`config.mk`:
```
export PLATFORM = sky130hd
export DESIGN_NAME = mem_ctrl_flat
export DESIGN_NICKNAME = d
export VERILOG_FILES = /design/src/rtl/mem_ctrl_pkg.sv /design/src/rtl/mem_ctrl_if.sv /design/src/rtl/mem_ctrl_arb.sv /design/src/rtl/mem_ctrl.sv /design/src/flat_wrapper.sv
export SDC_FILE = /design/constraint.sdc
export NUM_CORES = 1
export LEC_CHECK = 0
export ABC_AREA = 1
export BUFFER_PORTS_ARGS = -buffer_cell sky130_fd_sc_hd__buf_4
export CAP_MARGIN = 40
export CELL_PAD_IN_SITES_DETAIL_PLACEMENT = 1
export CELL_PAD_IN_SITES_GLOBAL_PLACEMENT = 2
export CORE_MARGIN = 8
export CORE_UTILIZATION = 27
export DETAILED_ROUTE_END_ITERATION = 8
export MAX_ROUTING_LAYER = met4
export PLACE_DENSITY = 0.67
export SLEW_MARGIN = 30
export SYNTH_ARGS = -nofsm -noshare
export SYNTH_HDL_FRONTEND = slang
export SYNTH_HIERARCHICAL = 1
export SYNTH_SLANG_ARGS = --single-unit
```
`constraint.sdc`:
```
create_clock -name clk_in -period 7.7 [get_ports clk_in]
set_input_delay 0.385 -clock clk_in [delete_from_list [all_inputs] [get_ports clk_in]]
set_output_delay 0.385 -clock clk_in [all_outputs]
set_load 0.005 [all_outputs]
```
`src/rtl/mem_ctrl_pkg.sv`:
```
// mem_ctrl_pkg: shared encodings for the byte-serialising memory controller.
// Latency: n/a (constants, types and pure helpers only).
// Backpressure: n/a.
package mem_ctrl_pkg;

    // dm_width_i encodings; 2'b11 is treated as a word access
    localparam logic [1:0] WIDTH_BYTE = 2'b00;
    localparam logic [1:0] WIDTH_HALF = 2'b01;
    localparam logic [1:0] WIDTH_WORD = 2'b10;

    // Controller states, kept as plain constants for legacy tooling
    typedef logic [1:0] state_t;
    localparam state_t ST_IDLE  = 2'd0;
    localparam state_t ST_READ  = 2'd1;
    localparam state_t ST_WRITE = 2'd2;
    localparam state_t ST_DONE  = 2'd3;

    // Owner of the access in flight
    localparam logic PORT_IF = 1'b0;
    localparam logic PORT_DM = 1'b1;

    // mem_a[17:16] value that selects the IO space; decoded outside this block
    localparam logic [1:0] IO_REGION = 2'b11;

    // Fields latched when a request is accepted
    typedef struct packed {
        logic       port;   // PORT_IF or PORT_DM
        logic       sgn;    // sign-extend byte/half loads
        logic [2:0] len;    // byte count: 1, 2 or 4
    } req_meta_t;

    function automatic logic [2:0] width_to_len(input logic [1:0] width);
        case (width)
            WIDTH_BYTE: return 3'd1;
            WIDTH_HALF: return 3'd2;
            WIDTH_WORD: return 3'd4;
            default:    return 3'd4;
        endcase
    endfunction

    function automatic logic is_io_region(input logic [1:0] addr_hi);
        return addr_hi == IO_REGION;
    endfunction

endpackage

```
`src/rtl/mem_ctrl_if.sv`:
```
// mem_ctrl_if: core-side fetch and load/store request/response signals.
// Latency: n/a (wiring only).
// Backpressure: requests are levels held by the core until the matching done pulse.
interface mem_ctrl_if #(
    parameter int ADDR_WIDTH = 32
);
    // Instruction-fetch port
    logic                  if_req_i;
    logic [ADDR_WIDTH-1:0] if_addr_i;
    logic [31:0]           if_data_o;
    logic                  if_done_o;

    // Load/store port
    logic                  dm_req_i;
    logic                  dm_we_i;
    logic [1:0]            dm_width_i;
    logic                  dm_signed_i;
    logic [ADDR_WIDTH-1:0] dm_addr_i;
    logic [31:0]           dm_wdata_i;
    logic [31:0]           dm_rdata_o;
    logic                  dm_done_o;

    // Core side
    modport master (
        output if_req_i, if_addr_i,
        output dm_req_i, dm_we_i, dm_width_i, dm_signed_i, dm_addr_i, dm_wdata_i,
        input  if_data_o, if_done_o, dm_rdata_o, dm_done_o
    );

    // Controller side
    modport slave (
        input  if_req_i, if_addr_i,
        input  dm_req_i, dm_we_i, dm_width_i, dm_signed_i, dm_addr_i, dm_wdata_i,
        output if_data_o, if_done_o, dm_rdata_o, dm_done_o
    );

endinterface

```
`src/rtl/mem_ctrl_arb.sv`:
```
// mem_ctrl_arb: picks which pending port the controller accepts when it is idle.
// Latency: combinational, no state.
// Backpressure: loser is not acknowledged; its level request stays pending and wins next time.
module mem_ctrl_arb
    import mem_ctrl_pkg::*;
#(
    parameter int FETCH_PRIORITY = 0
) (
    input  logic if_req,
    input  logic dm_req,
    output logic grant_vld,
    output logic grant_port
);

    // Fixed priority on a tie, otherwise whichever port is asking
    always_comb begin
        grant_vld = if_req | dm_req;
        if (if_req && dm_req) begin
            grant_port = (FETCH_PRIORITY != 0) ? PORT_IF : PORT_DM;
        end else if (if_req) begin
            grant_port = PORT_IF;
        end else begin
            grant_port = PORT_DM;
        end
    end

endmodule

```
`src/rtl/mem_ctrl.sv`:
```
// mem_ctrl: arbitrates fetch and load/store ports onto the byte-wide RAM/IO bus, one byte beat per cycle.
// Latency: read done at A+n+2, write done at A+n+1 (A = IDLE accept cycle, n = 1/2/4 bytes); next accept after DONE.
// Backpressure: requests held until done; rdy_in low freezes everything and gates mem_wr. Option: MEM_CTRL_SIGN_EXT_EN.
module mem_ctrl
    import mem_ctrl_pkg::*;
#(
    parameter int ADDR_WIDTH     = 32,
    parameter int FETCH_PRIORITY = 0
) (
    input  logic        clk_in,
    input  logic        rst_in,
    input  logic        rdy_in,
    mem_ctrl_if.slave   cif,
    input  logic [7:0]  mem_din,
    output logic [7:0]  mem_dout,
    output logic [31:0] mem_a,
    output logic        mem_wr
);

    // Latched access
    state_t                state_q;
    req_meta_t             meta_q;
    logic [ADDR_WIDTH-1:0] addr_q;
    logic [31:0]           wdata_q;
    logic [2:0]            cnt_q;
    logic [31:0]           res_q;

    // Registered bus and response outputs
    logic [ADDR_WIDTH-1:0] a_q;
    logic [7:0]            dout_q;
    logic                  wr_q;
    logic [31:0]           if_data_q;
    logic [31:0]           dm_rdata_q;
    logic                  if_done_q;
    logic                  dm_done_q;

    // Acceptance and beat helpers
    logic                  grant_vld;
    logic                  grant_port;
    req_meta_t             acc_meta;
    logic                  acc_we;
    logic [ADDR_WIDTH-1:0] acc_addr;
    logic [31:0]           acc_wdata;
    logic                  accept;
    logic [2:0]            next_idx;
    logic [ADDR_WIDTH-1:0] next_addr;
    logic [7:0]            next_wbyte;
    logic [1:0]            cap_idx;
    logic                  issue_more;
    logic                  read_last;
    logic [31:0]           res_cap;
    logic [31:0]           load_res;

    mem_ctrl_arb #(
        .FETCH_PRIORITY (FETCH_PRIORITY)
    ) u_arb (
        .if_req     (cif.if_req_i),
        .dm_req     (cif.dm_req_i),
        .grant_vld  (grant_vld),
        .grant_port (grant_port)
    );

    // Requests are only looked at while idle
    assign accept = (state_q == ST_IDLE) && grant_vld;

    // cnt_q counts beats within READ/WRITE; byte cnt_q+1 is the next one to put on the bus.
    // In READ, the byte on mem_din belongs to the address issued one cycle earlier (index cnt_q-1).
    assign next_idx   = cnt_q + 3'd1;
    assign next_addr  = addr_q + ADDR_WIDTH'(next_idx);
    assign next_wbyte = wdata_q[{next_idx[1:0], 3'b000} +: 8];
    assign cap_idx    = cnt_q[1:0] - 2'd1;
    assign issue_more = next_idx < meta_q.len;
    assign read_last  = cnt_q == meta_q.len;

    // Select the fields of the granted port; fetch is always an unsigned word read
    always_comb begin
        acc_meta  = '{port: PORT_DM, sgn: 1'b0, len: 3'd4};
        acc_we    = 1'b0;
        acc_addr  = cif.dm_addr_i;
        acc_wdata = cif.dm_wdata_i;
        if (grant_port == PORT_IF) begin
            acc_meta  = '{port: PORT_IF, sgn: 1'b0, len: 3'd4};
            acc_addr  = cif.if_addr_i;
            acc_wdata = '0;
        end else begin
            acc_meta = '{port: PORT_DM, sgn: cif.dm_signed_i, len: width_to_len(cif.dm_width_i)};
            acc_we   = cif.dm_we_i;
        end
    end

    // Merge the byte arriving on mem_din into the partial result; unfilled bytes stay zero
    always_comb begin
        res_cap = res_q;
        res_cap[{cap_idx, 3'b000} +: 8] = mem_din;
    end

    // Final load value, optionally sign-extended for byte/half loads
    always_comb begin
        load_res = res_cap;
`ifdef MEM_CTRL_SIGN_EXT_EN
        if (meta_q.sgn) begin
            if (meta_q.len == 3'd1) begin
                load_res = {{24{res_cap[7]}}, res_cap[7:0]};
            end else if (meta_q.len == 3'd2) begin
                load_res = {{16{res_cap[15]}}, res_cap[15:0]};
            end
        end
`endif
    end

`ifndef MEM_CTRL_SIGN_EXT_EN
    // The core performs extension itself in this build
    logic unused_sgn;
    assign unused_sgn = meta_q.sgn;
`endif

    // State sequencing and latching of the accepted request
    always_ff @(posedge clk_in or negedge rst_in) begin
        if (!rst_in) begin
            state_q <= ST_IDLE;
            meta_q  <= '0;
            addr_q  <= '0;
            wdata_q <= '0;
            cnt_q   <= '0;
        end else if (rdy_in) begin
            case (state_q)
                ST_IDLE: begin
                    if (accept) begin
                        meta_q  <= acc_meta;
                        addr_q  <= acc_addr;
                        wdata_q <= acc_wdata;
                        cnt_q   <= '0;
                        state_q <= acc_we ? ST_WRITE : ST_READ;
                    end
                end
                ST_READ: begin
                    if (read_last) begin
                        cnt_q   <= '0;
                        state_q <= ST_DONE;
                    end else begin
                        cnt_q <= next_idx;
                    end
                end
                ST_WRITE: begin
                    if (issue_more) begin
                        cnt_q <= next_idx;
                    end else begin
                        cnt_q   <= '0;
                        state_q <= ST_DONE;
                    end
                end
                ST_DONE: begin
                    state_q <= ST_IDLE;
                end
                default: begin
                    state_q <= ST_IDLE;
                end
            endcase
        end
    end

    // Drive address, write data and write strobe one byte per cycle
    always_ff @(posedge clk_in or negedge rst_in) begin
        if (!rst_in) begin
            a_q    <= '0;
            dout_q <= '0;
            wr_q   <= 1'b0;
        end else if (rdy_in) begin
            case (state_q)
                ST_IDLE: begin
                    if (accept) begin
                        a_q  <= acc_addr;
                        wr_q <= acc_we;
                        if (acc_we) begin
                            dout_q <= acc_wdata[7:0];
                        end
                    end
                end
                ST_READ: begin
                    if (issue_more) begin
                        a_q <= next_addr;
                    end
                end
                ST_WRITE: begin
                    if (issue_more) begin
                        a_q    <= next_addr;
                        dout_q <= next_wbyte;
                    end else begin
                        wr_q <= 1'b0;
                    end
                end
                default: begin
                    wr_q <= 1'b0;
                end
            endcase
        end
    end

    // Collect read bytes and publish results with single-cycle done pulses
    always_ff @(posedge clk_in or negedge rst_in) begin
        if (!rst_in) begin
            res_q      <= '0;
            if_data_q  <= '0;
            dm_rdata_q <= '0;
            if_done_q  <= 1'b0;
            dm_done_q  <= 1'b0;
        end else if (rdy_in) begin
            if_done_q <= 1'b0;
            dm_done_q <= 1'b0;
            case (state_q)
                ST_IDLE: begin
                    if (accept) begin
                        res_q <= '0;
                    end
                end
                ST_READ: begin
                    if (cnt_q != 3'd0) begin
                        res_q <= res_cap;
                    end
                    if (read_last) begin
                        if (meta_q.port == PORT_IF) begin
                            if_data_q <= res_cap;
                            if_done_q <= 1'b1;
                        end else begin
                            dm_rdata_q <= load_res;
                            dm_done_q  <= 1'b1;
                        end
                    end
                end
                ST_WRITE: begin
                    if (!issue_more) begin
                        dm_done_q <= 1'b1;
                    end
                end
                default: begin
                end
            endcase
        end
    end

    // Bus address is zero-extended to the full pin width
    always_comb begin
        mem_a                   = '0;
        mem_a[ADDR_WIDTH-1:0]   = a_q;
    end

    // The memory is frozen with rdy_in, so a write strobe must never leak out while it is low
    assign mem_wr   = wr_q & rdy_in;
    assign mem_dout = dout_q;

    assign cif.if_data_o  = if_data_q;
    assign cif.if_done_o  = if_done_q;
    assign cif.dm_rdata_o = dm_rdata_q;
    assign cif.dm_done_o  = dm_done_q;

endmodule

```
`src/flat_wrapper.sv`:
```
// flat-port wrapper written by rule: the top's interface ports become plain ports
module mem_ctrl_flat import mem_ctrl_pkg::*;
#(
    parameter int ADDR_WIDTH     = 32,
    parameter int FETCH_PRIORITY = 0
)
  (clk_in, rst_in, rdy_in, mem_din, mem_dout, mem_a, mem_wr, cif_if_req_i, cif_if_addr_i, cif_dm_req_i, cif_dm_we_i, cif_dm_width_i, cif_dm_signed_i, cif_dm_addr_i, cif_dm_wdata_i, cif_if_data_o, cif_if_done_o, cif_dm_rdata_o, cif_dm_done_o);
  mem_ctrl_if #(.ADDR_WIDTH(ADDR_WIDTH)) cif_i ();
  input  logic clk_in;
  input  logic rst_in;
  input  logic rdy_in;
  input  logic [7:0] mem_din;
  output logic [7:0] mem_dout;
  output logic [31:0] mem_a;
  output logic mem_wr;
  input wire logic [$bits(cif_i.if_req_i)-1:0] cif_if_req_i;
  input wire logic [$bits(cif_i.if_addr_i)-1:0] cif_if_addr_i;
  input wire logic [$bits(cif_i.dm_req_i)-1:0] cif_dm_req_i;
  input wire logic [$bits(cif_i.dm_we_i)-1:0] cif_dm_we_i;
  input wire logic [$bits(cif_i.dm_width_i)-1:0] cif_dm_width_i;
  input wire logic [$bits(cif_i.dm_signed_i)-1:0] cif_dm_signed_i;
  input wire logic [$bits(cif_i.dm_addr_i)-1:0] cif_dm_addr_i;
  input wire logic [$bits(cif_i.dm_wdata_i)-1:0] cif_dm_wdata_i;
  output wire logic [$bits(cif_i.if_data_o)-1:0] cif_if_data_o;
  output wire logic [$bits(cif_i.if_done_o)-1:0] cif_if_done_o;
  output wire logic [$bits(cif_i.dm_rdata_o)-1:0] cif_dm_rdata_o;
  output wire logic [$bits(cif_i.dm_done_o)-1:0] cif_dm_done_o;
  assign cif_i.if_req_i = cif_if_req_i;
  assign cif_i.if_addr_i = cif_if_addr_i;
  assign cif_i.dm_req_i = cif_dm_req_i;
  assign cif_i.dm_we_i = cif_dm_we_i;
  assign cif_i.dm_width_i = cif_dm_width_i;
  assign cif_i.dm_signed_i = cif_dm_signed_i;
  assign cif_i.dm_addr_i = cif_dm_addr_i;
  assign cif_i.dm_wdata_i = cif_dm_wdata_i;
  assign cif_if_data_o = cif_i.if_data_o;
  assign cif_if_done_o = cif_i.if_done_o;
  assign cif_dm_rdata_o = cif_i.dm_rdata_o;
  assign cif_dm_done_o = cif_i.dm_done_o;
  mem_ctrl #(.ADDR_WIDTH(ADDR_WIDTH), .FETCH_PRIORITY(FETCH_PRIORITY)) u_core (.clk_in(clk_in), .rst_in(rst_in), .rdy_in(rdy_in), .cif(cif_i), .mem_din(mem_din), .mem_dout(mem_dout), .mem_a(mem_a), .mem_wr(mem_wr));
endmodule
```
==> flow_metrics.tcl, run 1 <==
set metrics [dict create \
    status "completed" \
    yosysSeqAreaShare_pct 49.3 \
    critPathLaunchType "flop" \
    slew_headroom_pct 45.7 \
    drc 0 \
    vias 10042 \
    p_seq_share_pct 34.6 \
    crit_required_ns 8.14 \
    combPwrFrac_pct 42.6 \
    gp_congestion 0.803 \
    vias_per_cell 4.56 \
    die_area_um2 46500 \
    mostFrequentLayoutCell "nand2_1" \
    grt_usage_pct 17.0 \
    grt-ovfl-total 0 \
    grt_max_degree 111 \
    worst_slew_pin_slew_ns 0.814 \
    coreArea_um2 39500 \
    hp-class "input pin to flop" \
    dpl.hpwl_mm 27.8 \
    rows 73 \
    fin_crit_ns 3.35 \
    critPathArrivalTime_ns 3.78 \
    clockPowerShare_pct 22.8 \
    cts.clk_slew.worst_paths_ns 0.06 \
    power_density_nw_per_um2 390 \
    clock-root-buffer "clkbuf_16" \
    initial_utilization_pct 27.2 \
    r2r_slack_ns 4.35 \
    timing.rr.start "u_core/cnt_q[0]" \
    ys_warn_count 6 \
    synth_edf_count 0 \
    r2r_cells 14 \
    antenna_found_initial 2 \
    synth-seq-cells 212 \
    setup_viol 0 \
    final-hold-violation-count 0 \
    fp.dieW_um 216 \
    worstSetupEndpointType "flop" \
    peakVddDrop_uv 203 \
    maxCapViolations 0 \
    first_pass_iters 5 \
    htreeDepth 1 \
    cts_tree "yes" \
    synth_area_um2 10800 \
    io_pins 220 \
    yosys_most_used_dff "dfrtp_1" \
    rr_endpoint "u_core/mem_a[18]" \
    wire_per_inst_um 17.5 \
    fill_cells 4863 \
    io_buffers 218 \
    grt_setup_unrepaired "no" \
    cts_setup_buffers 0 \
    wirelength_mm 38.6 \
    synth_nets 1589 \
    cts_hold_buf 1 \
    cts.sinks 212 \
    critPathLaunch "u_core/cnt_q[0]" \
    drive_gt1_share_pct 17.2 \
    avgSynthCellArea_um2 7.39 \
    die_h_um 216 \
    multi_input_area_um2 4500 \
    nets 1789 \
    synthArstFlopShare_pct 100 \
    first_global_vias 10677 \
    fin_skew_ns 0.0103 \
    cp_max_fo 13 \
    grt_pass1_wl_mm 62.2 \
    cts_resized 0 \
    drt-initial-drc-count 527 \
    seqCellArea_um2 5310 \
    mostFrequentLayoutCells "nand2_1, buf_4, dfrtp_1" \
    leakage_uw 0.00714 \
    numCtsBuffers 27 \
    final_core_util_pct 35.1 \
    clockBufferDepth 3 \
    ys_types 35 \
    period_share_pct 43.4 \
    ant_nets 0 \
    clock.fmax_mhz 299 \
    syn_inst 1458 \
    cp-endpoint "u_core/mem_a[18]" \
    setup_tns_ns 0 \
    p_sw_share_pct 40.9 \
    clkLatencyLatePin_ns 0.55 \
    intPower_uw 3190 \
    slew_violations 0 \
    critPathKind "flop to flop" \
    syn_to_final_growth_pct 28.8 \
    p_sw_uw 2210 \
]
-- worst min-delay path by stage --
stage | start | to | slack [ns] | depth (start not counted)
6_report | cif_dm_wdata_i[13] | u_core/wdata_q[13] | 0.03 | 3
5_1_grt | cif_dm_wdata_i[14] | u_core/wdata_q[14] | 0.02 | 3
4_1_cts | cif_dm_wdata_i[13] | u_core/wdata_q[13] | 0.008 | 3
3_5_place_dp | u_core/mem_dout[7] | u_core/mem_dout[7] | 0.47 | 2
3_3_place_gp | u_core/cif.if_data_o[5] | u_core/cif.if_data_o[5] | 0.47 | 2
2_1_floorplan | rst_in | u_core/addr_q[0] | 0.09 | 0
-- cell families after synthesis --
logic type | count (synthesis) | share of synthesized area (%)
fa+ha+maj | 18 | 2.16
xor+xnor | 7 | 0.569
buf+inv | 250 | 9.04
simple gates | 750 | 27.5
flops | 212 | 49.3
compound gates | 221 | 11.4
-- power groups by stage --
stage | clock [µW] | combinational [µW] | sequential, µW
2_1_floorplan | 0 | 1340 | 1850
3_3_place_gp | 0 | 2310 | 1880
3_5_place_dp | 0 | 2360 | 1890
4_1_cts | 1280 | 2370 | 1880
5_1_grt | 1320 | 2650 | 1940
6_report | 1230 | 2300 | 1870
-- through the flow --
step                      total power [µW]  std cells  hold slack (ns)  setup slack [ns]  instance area [µm²]
after floorplan                       3190       1458           0.0894              5.05                10800
after global placement                4190       2149            0.467              4.31                12900
after detailed placement              4250       2152            0.467              4.26                13000
after CTS                             5530       2201          0.00806              4.23                13800
after global routing                  5910       2204           0.0154              3.90                13900
final                                 5410       2204           0.0316              4.35                13900
-- routing by layer --
metal | vias to the layer above | part of all wire [%] | GRT usage, %
met5 | - | 0 | -
met4 | 0 | 1.6 | 3.27
met3 | 45 | 4.5 | 3.24
met2 | 183 | 45 | 26.1
met1 | 4843 | 49 | 23.1
li1 | 4971 | - | -
-- worst max-delay path, cell delays in order (launching register included) --
cell	delay, ns
dfrtp_1	0.37
inv_1	0.41
ha_1	0.42
inv_2	0.21
fa_1	0.42
inv_1	0.07
nand2_1	0.06
nand2_1	0.14
nand3_1	0.21
nor2_1	0.51
nand2_1	0.11
nand2_1	0.08
nand3_1	0.07
nand2_1	0.09
nand2_1	0.04
-- final cells by class --
type / count / share of cell area (%)
timing repair buffer: 236 / 13.3
clock buffer: 40 / 5.80
antenna: 2 / 0.0361
multi-input combinational: 996 / 32.5
inverter: 185 / 5.01
clock inverter: 8 / 0.397
tap: 525 / 4.74
sequential: 212 / 38.3
-- registers in the layout, summed over array words and instances (netlist names) --
| name | cells |
|---|---|
| u_core/cif.if_data_o | 32 |
| u_core/wr_q | 1 |
| u_core/cnt_q | 3 |
| u_core/mem_dout | 8 |
| u_core/cif.if_done_o | 1 |
| u_core/cif.dm_done_o | 1 |
| u_core/meta_q | 4 |
| u_core/state_q | 2 |
| u_core/res_q | 32 |
| u_core/mem_a | 32 |
| u_core/wdata_q | 32 |
| u_core/addr_q | 32 |
| u_core/cif.dm_rdata_o | 32 |
-- cells in the mapped netlist (3+ instances only) --
cell,number,share of area [%]
a31oi_1,10,0.58
a22o_1,6,0.49
nand3_1,85,4.0
nand2_1,538,19
ha_1,17,2.0
clkbuf_1,37,1.3
o211ai_1,4,0.28
clkbuf_2,3,0.14
o21ai_1,3,0.14
buf_2,16,0.74
inv_1,182,6.3
buf_4,3,0.21
nand3b_1,3,0.21
a21oi_1,12,0.56
a41oi_1,3,0.24
buf_1,6,0.21
xor2_1,6,0.49
o21ai_0,141,6.6
dfrtp_1,212,49
o22ai_1,34,2.0
nor2_1,117,4.1
o2111ai_1,4,0.33
No activity file was read; power rests on OpenSTA's default activity.
==> run 2: changes to the inputs <==
==> constraint.sdc (replaced) <==
create_clock -name clk_in -period 3.35 [get_ports clk_in]
set_input_delay 0.1675 -clock clk_in [delete_from_list [all_inputs] [get_ports clk_in]]
set_output_delay 0.1675 -clock clk_in [all_outputs]
set_load 0.005 [all_outputs]
==> run 2 against run 1 <==
Compared with the run above:
- flip-flop and latch count did not move
- clock power increased by 140%
- routed wire length increased by 3.7%
- via count increased by 3.6%
- worst setup slack worse by 3.8 ns
- critical path type unchanged
==> flow_metrics.tcl, run 2 (same netlist as run 1, synthesis figures left out) <==
set metrics [dict create \
    multi_input_area_um2 4500 \
    crit_chain "inv_1 > ha_1 > buf_4 > ha_1 > nand2_1 > nand2_1 > nand3_1 > nor2_1 > nand2_1 > nand2_1 > nand3_1 > nand2_1 > nand2_1" \
    htreeDepth 1 \
    io_buffers 218 \
    path_delay_family "simple AND/OR/NAND/NOR gates" \
    max_stage_delay_ns 0.50 \
    gp_congestion 0.806 \
    peakVddDrop_uv 509 \
    leakage_uw 0.00756 \
    setup_tns_ns 0 \
    crit_required_ns 3.77 \
    critPathKind "flop to flop" \
    fin_crit_ns 2.81 \
    clkLatencyLatePin_ns 0.54 \
    setup_viol 0 \
    nets 1881 \
    io_pins 220 \
    drive_gt1_share_pct 16.7 \
    vias 10405 \
    final_core_util_pct 37.4 \
    fin_cells 2295 \
    wire_per_inst_um 17.4 \
    fp.dieW_um 216 \
    cts_tree "yes" \
    cts.sinks 212 \
    drc 0 \
    first_global_vias 11064 \
    initial_utilization_pct 27.2 \
    grt_pass1_wl_mm 64.0 \
    cp_max_fo 7 \
    drt-initial-drc-count 419 \
    grt-ovfl-total 0 \
    grt_usage_pct 17.4 \
    fin_skew_ns 0.0238 \
    clockBufferDepth 3 \
    cts_setup_buffers 0 \
    crit_slowest_cell "nor2_1" \
    die_area_um2 46500 \
    critPathArrivalTime_ns 3.23 \
    first_pass_iters 4 \
    status "completed" \
    wirelength_mm 40.0 \
    grt_setup_unrepaired "no" \
    grt_max_degree 101 \
    clock.fmax_mhz 356 \
    period_share_pct 83.9 \
    dp.cells 2162 \
    vias_per_cell 4.53 \
    dpl.hpwl_mm 28.5 \
    worst_slew_pin_slew_ns 0.729 \
    ant_nets 0 \
    numCtsBuffers 26 \
    hp-class "input pin to flop" \
    critPathBufInv 2 \
    crit_top_cell "nand2_1" \
    syn_to_final_growth_pct 37.4 \
    antenna_found_initial 1 \
    mostFrequentLayoutCells "nand2_1, buf_4, dfrtp_1" \
    die_h_um 216 \
    clock-root-buffer "clkbuf_16" \
    mostFrequentLayoutCell "nand2_1" \
    rows 73 \
    cts.clk_slew.worst_paths_ns 0.06 \
    critPathLaunchType "flop" \
    final-hold-violation-count 0 \
    slew_headroom_pct 51.4 \
    maxCapViolations 0 \
    slew_violations 0 \
    seqCellArea_um2 5310 \
    fill_cells 4842 \
    power_density_nw_per_um2 863 \
    coreArea_um2 39500 \
    worstSetupEndpointType "flop" \
]
-- run 2: path summary, 6_finish.rpt --
check	from	endpoint	slack [ns]	cells past startpoint
max	u_core/cnt_q[0]	u_core/mem_a[25]	0.54	13
min	cif_dm_addr_i[18]	u_core/addr_q[18]	0.04	5
max reg2reg	u_core/cnt_q[0]	u_core/mem_a[25]	0.54	13
min reg2reg	u_core/cif.if_data_o[31]	u_core/cif.if_data_o[31]	0.48	2
max in group asynchronous	rst_in	u_core/mem_a[18]	2.30	3
min in group asynchronous	rst_in	u_core/cif.dm_rdata_o[10]	0.12	2
-- run 2: cell type report --
cell class	count	area share [%]
inverter	185	4.69
clock buffer	38	5.04
timing repair buffer	329	18.7
multi-input combinational	996	30.4
clock inverter	9	0.888
sequential	212	35.9
antenna	1	0.0169
tap	525	4.44
-- run 2: report_power, final --
part / switching [µW] / internal [µW] / total [µW]
clock network: 1140 / 1770 / 2910
logic: 3350 / 2190 / 5540
registers: 677 / 3650 / 4330
total: 5170 / 7610 / 12800
-- run 2: worst reg2reg max path: cells and delay by family (launching register included) --
kind	cells	cell delay, ns
fa+ha+maj	2	0.62
buf+inv	2	0.28
flops	1	0.48
simple gates	9	1.32
-- run 2: through the flow --
stage	hold slack [ns]	total power, µW	instance area [µm²]	setup WS (ns)
3_3_place_gp	0.112	9760	13000	0.379
2_1_floorplan	-0.128	7320	10800	0.701
3_5_place_dp	0.111	9930	13100	0.550
5_1_grt	0.0597	13900	14800	0.190
4_1_cts	0.000801	13100	14800	0.530
6_report	0.0357	12800	14800	0.540
-- run 2: what timing repair did --
item                                   in CTS  in global routing
gates resized for setup                     0                  0
endpoints found under the hold margin     177                  0
hold buffers                               84                  0
setup endpoints to repair                   0                  0
-- run 2: per-layer routing --
layer	up-vias	GRT usage, %	routed length [µm]
met1	5056	23.4	19500
met5	-	-	0
met4	0	3.13	499
met2	161	27.8	18600
li1	5160	-	-
met3	28	2.59	1410
==> run 3: changes to the inputs <==
==> constraint.sdc (replaced) <==
create_clock -name clk_in -period 2.6 [get_ports clk_in]
set_input_delay 0.13 -clock clk_in [delete_from_list [all_inputs] [get_ports clk_in]]
set_output_delay 0.13 -clock clk_in [all_outputs]
set_load 0.005 [all_outputs]
==> run 3 against run 2 <==
Compared with the run above:
- routed wire length down 0.46%
- total power grew 34%
- flip-flop and latch count unchanged
- sequential power increased by 29%
- clock power increased by 43%
- global-route usage about the same
- via count up 1.1%
- non-clock buffer count up 31
- maximum frequency grew 15%
- register-to-register slack worse by 0.38 ns
- utilization up 1.1 points
- critical endpoint is now u_core/mem_a[5]
- largest cell class unchanged
==> flow_metrics.tcl, run 3 (same netlist as run 1, synthesis figures left out) <==
set metrics [dict create \
    cp_max_fo 5 \
    ant_nets 0 \
    grtUsageMet1_pct 22.9 \
    placed_cell_area_um2 13200 \
    final-hold-violation-count 0 \
    fin_crit_ns 2.44 \
    clockBufferDepth 3 \
    nets 1913 \
    clock-root-buffer "clkbuf_16" \
    cts.clk_slew.worst_paths_ns 0.06 \
    holdWs_ns 0.0206 \
    timing.rr.start "u_core/cnt_q[0]" \
    worst_slew_pin_slew_ns 0.717 \
    wire_per_inst_um 17.1 \
    leakage_uw 0.00776 \
    drt-initial-drc-count 474 \
    initial_utilization_pct 27.2 \
    critPathLaunchType "flop" \
    power_density_nw_per_um2 1120 \
    first_global_vias 11362 \
    die_area_um2 46500 \
    crit_chain "ha_1 > xor2_1 > ha_1 > or2_2 > nand3_1 > buf_4 > xnor2_1 > nand2_1 > a21boi_0" \
    grt_setup_unrepaired "yes" \
    crit_slowest_cell "dfrtp_1" \
    grt_max_degree 86 \
    critPathArrivalTime_ns 2.91 \
    rows 73 \
    worstSetupEndpointType "flop" \
    first_pass_iters 4 \
    r2r_slack_ns 0.16 \
    drc 0 \
    critPathBufInv 1 \
    grt-ovfl-total 0 \
    setup_ws_ns 0.156 \
    coreArea_um2 39500 \
    mostFrequentLayoutCells "nand2_1, buf_4, dfrtp_1" \
    cts.sinks 212 \
    status "completed" \
    max_stage_delay_ns 0.42 \
    hp-class "input pin to flop" \
    pre_cts_ws_ns 0.0741 \
    maxCapViolations 0 \
    clkLatencyLatePin_ns 0.56 \
    whs_path_depth 5 \
    critPathKind "flop to flop" \
    busiest_layer "met2" \
    fin_skew_ns 0.0225 \
    syn_to_final_growth_pct 41.6 \
    gp_congestion 0.781 \
    dpl.hpwl_mm 28.3 \
    peakVddDrop_uv 656 \
    fp.dieW_um 216 \
    cts_tree "yes" \
    mostFrequentLayoutCell "nand2_1" \
    clock.fmax_mhz 409 \
    vias_per_cell 4.52 \
    die_h_um 216 \
    hp-start "cif_dm_we_i" \
    crit_top_cell "ha_1" \
    io_buffers 218 \
    final_area_um2 15300 \
    rr_endpoint "u_core/mem_a[5]" \
    use_met2_pct 27.6 \
    slew_headroom_pct 52.2 \
    use_met3_pct 2.45 \
    drive_gt1_share_pct 17.9 \
    period_share_pct 94.0 \
    numCtsBuffers 27 \
    r2r_cells 9 \
    io_pins 220 \
    setup_viol 0 \
    hold_end "u_core/wr_q" \
    wirelength_mm 39.8 \
    antenna_found_initial 0 \
    final_core_util_pct 38.6 \
    slew_violations 0 \
    vias 10523 \
    grt_pass1_wl_mm 63.9 \
    crit_required_ns 3.06 \
    htreeDepth 1 \
    grt_usage_pct 17.3 \
    path_delay_family "simple AND/OR/NAND/NOR gates" \
]
-- run 3: through the flow --
stage / instances / setup TNS (ns) / total power, µW
3_5_place_dp: 2176 / 0 / 12900
2_1_floorplan: 1458 / 0 / 9450
5_1_grt: 2328 / -0.00101 / 18500
6_report: 2329 / 0 / 17100
3_3_place_gp: 2176 / 0 / 12800
4_1_cts: 2328 / 0 / 17400
-- run 3: layout make-up --
type / count / area, µm²
multi-input cells: 996 / 4530
repair buffers: 360 / 3070
well taps: 525 / 657
clock buffers: 34 / 732
inverters: 185 / 694
diodes: 1 / 2.50
flip-flops and latches: 212 / 5310
clock inverters: 16 / 259
fillers: 4845 / 24300
-- run 3: how the worst max path moves through the flow --
stage / end / slack, ns / depth (start not counted) / from
final: u_core/mem_a[5] / 0.16 / 9 / u_core/cnt_q[0]
after global routing: u_core/mem_a[5] / -0.001 / 9 / u_core/cnt_q[0]
after CTS: u_core/mem_a[30] / 0.05 / 15 / u_core/cnt_q[0]
after detailed placement: u_core/mem_a[30] / 0.07 / 15 / u_core/cnt_q[0]
after global placement: u_core/mem_a[30] / 0.19 / 15 / u_core/cnt_q[0]
after floorplan: u_core/mem_a[18] / 0.05 / 15 / u_core/cnt_q[0]
-- run 3: timing repair --
item | CTS | global route
resized for setup | 0 | 7
buffers inserted | 0 | 0
hold endpoints to repair | 155 | 0
endpoints found under the setup margin | 0 | 18
hold buffers | 102 | 0
-- run 3: power breakdown --
group          switching, µW  total [µW]  internal [µW]
Combinational           4300        7300           3000
Clock                   1550        4160           2610
Sequential               893        5600           4700
-- run 3: layer usage --
layer,part of all wire (%),wire (µm),vias up
met2,46,18400,189
li1,-,-,5233
met4,2.1,850,0
met5,0,0,-
met1,48,19000,5043
met3,4.1,1610,58
-- run 3: tightest hold or removal path, stage by stage --
cell and delay (ns):
buf_4 0.12, nand2_1 0.07, inv_1 0.06, nand2_1 0.06
o21ai_0 0.09
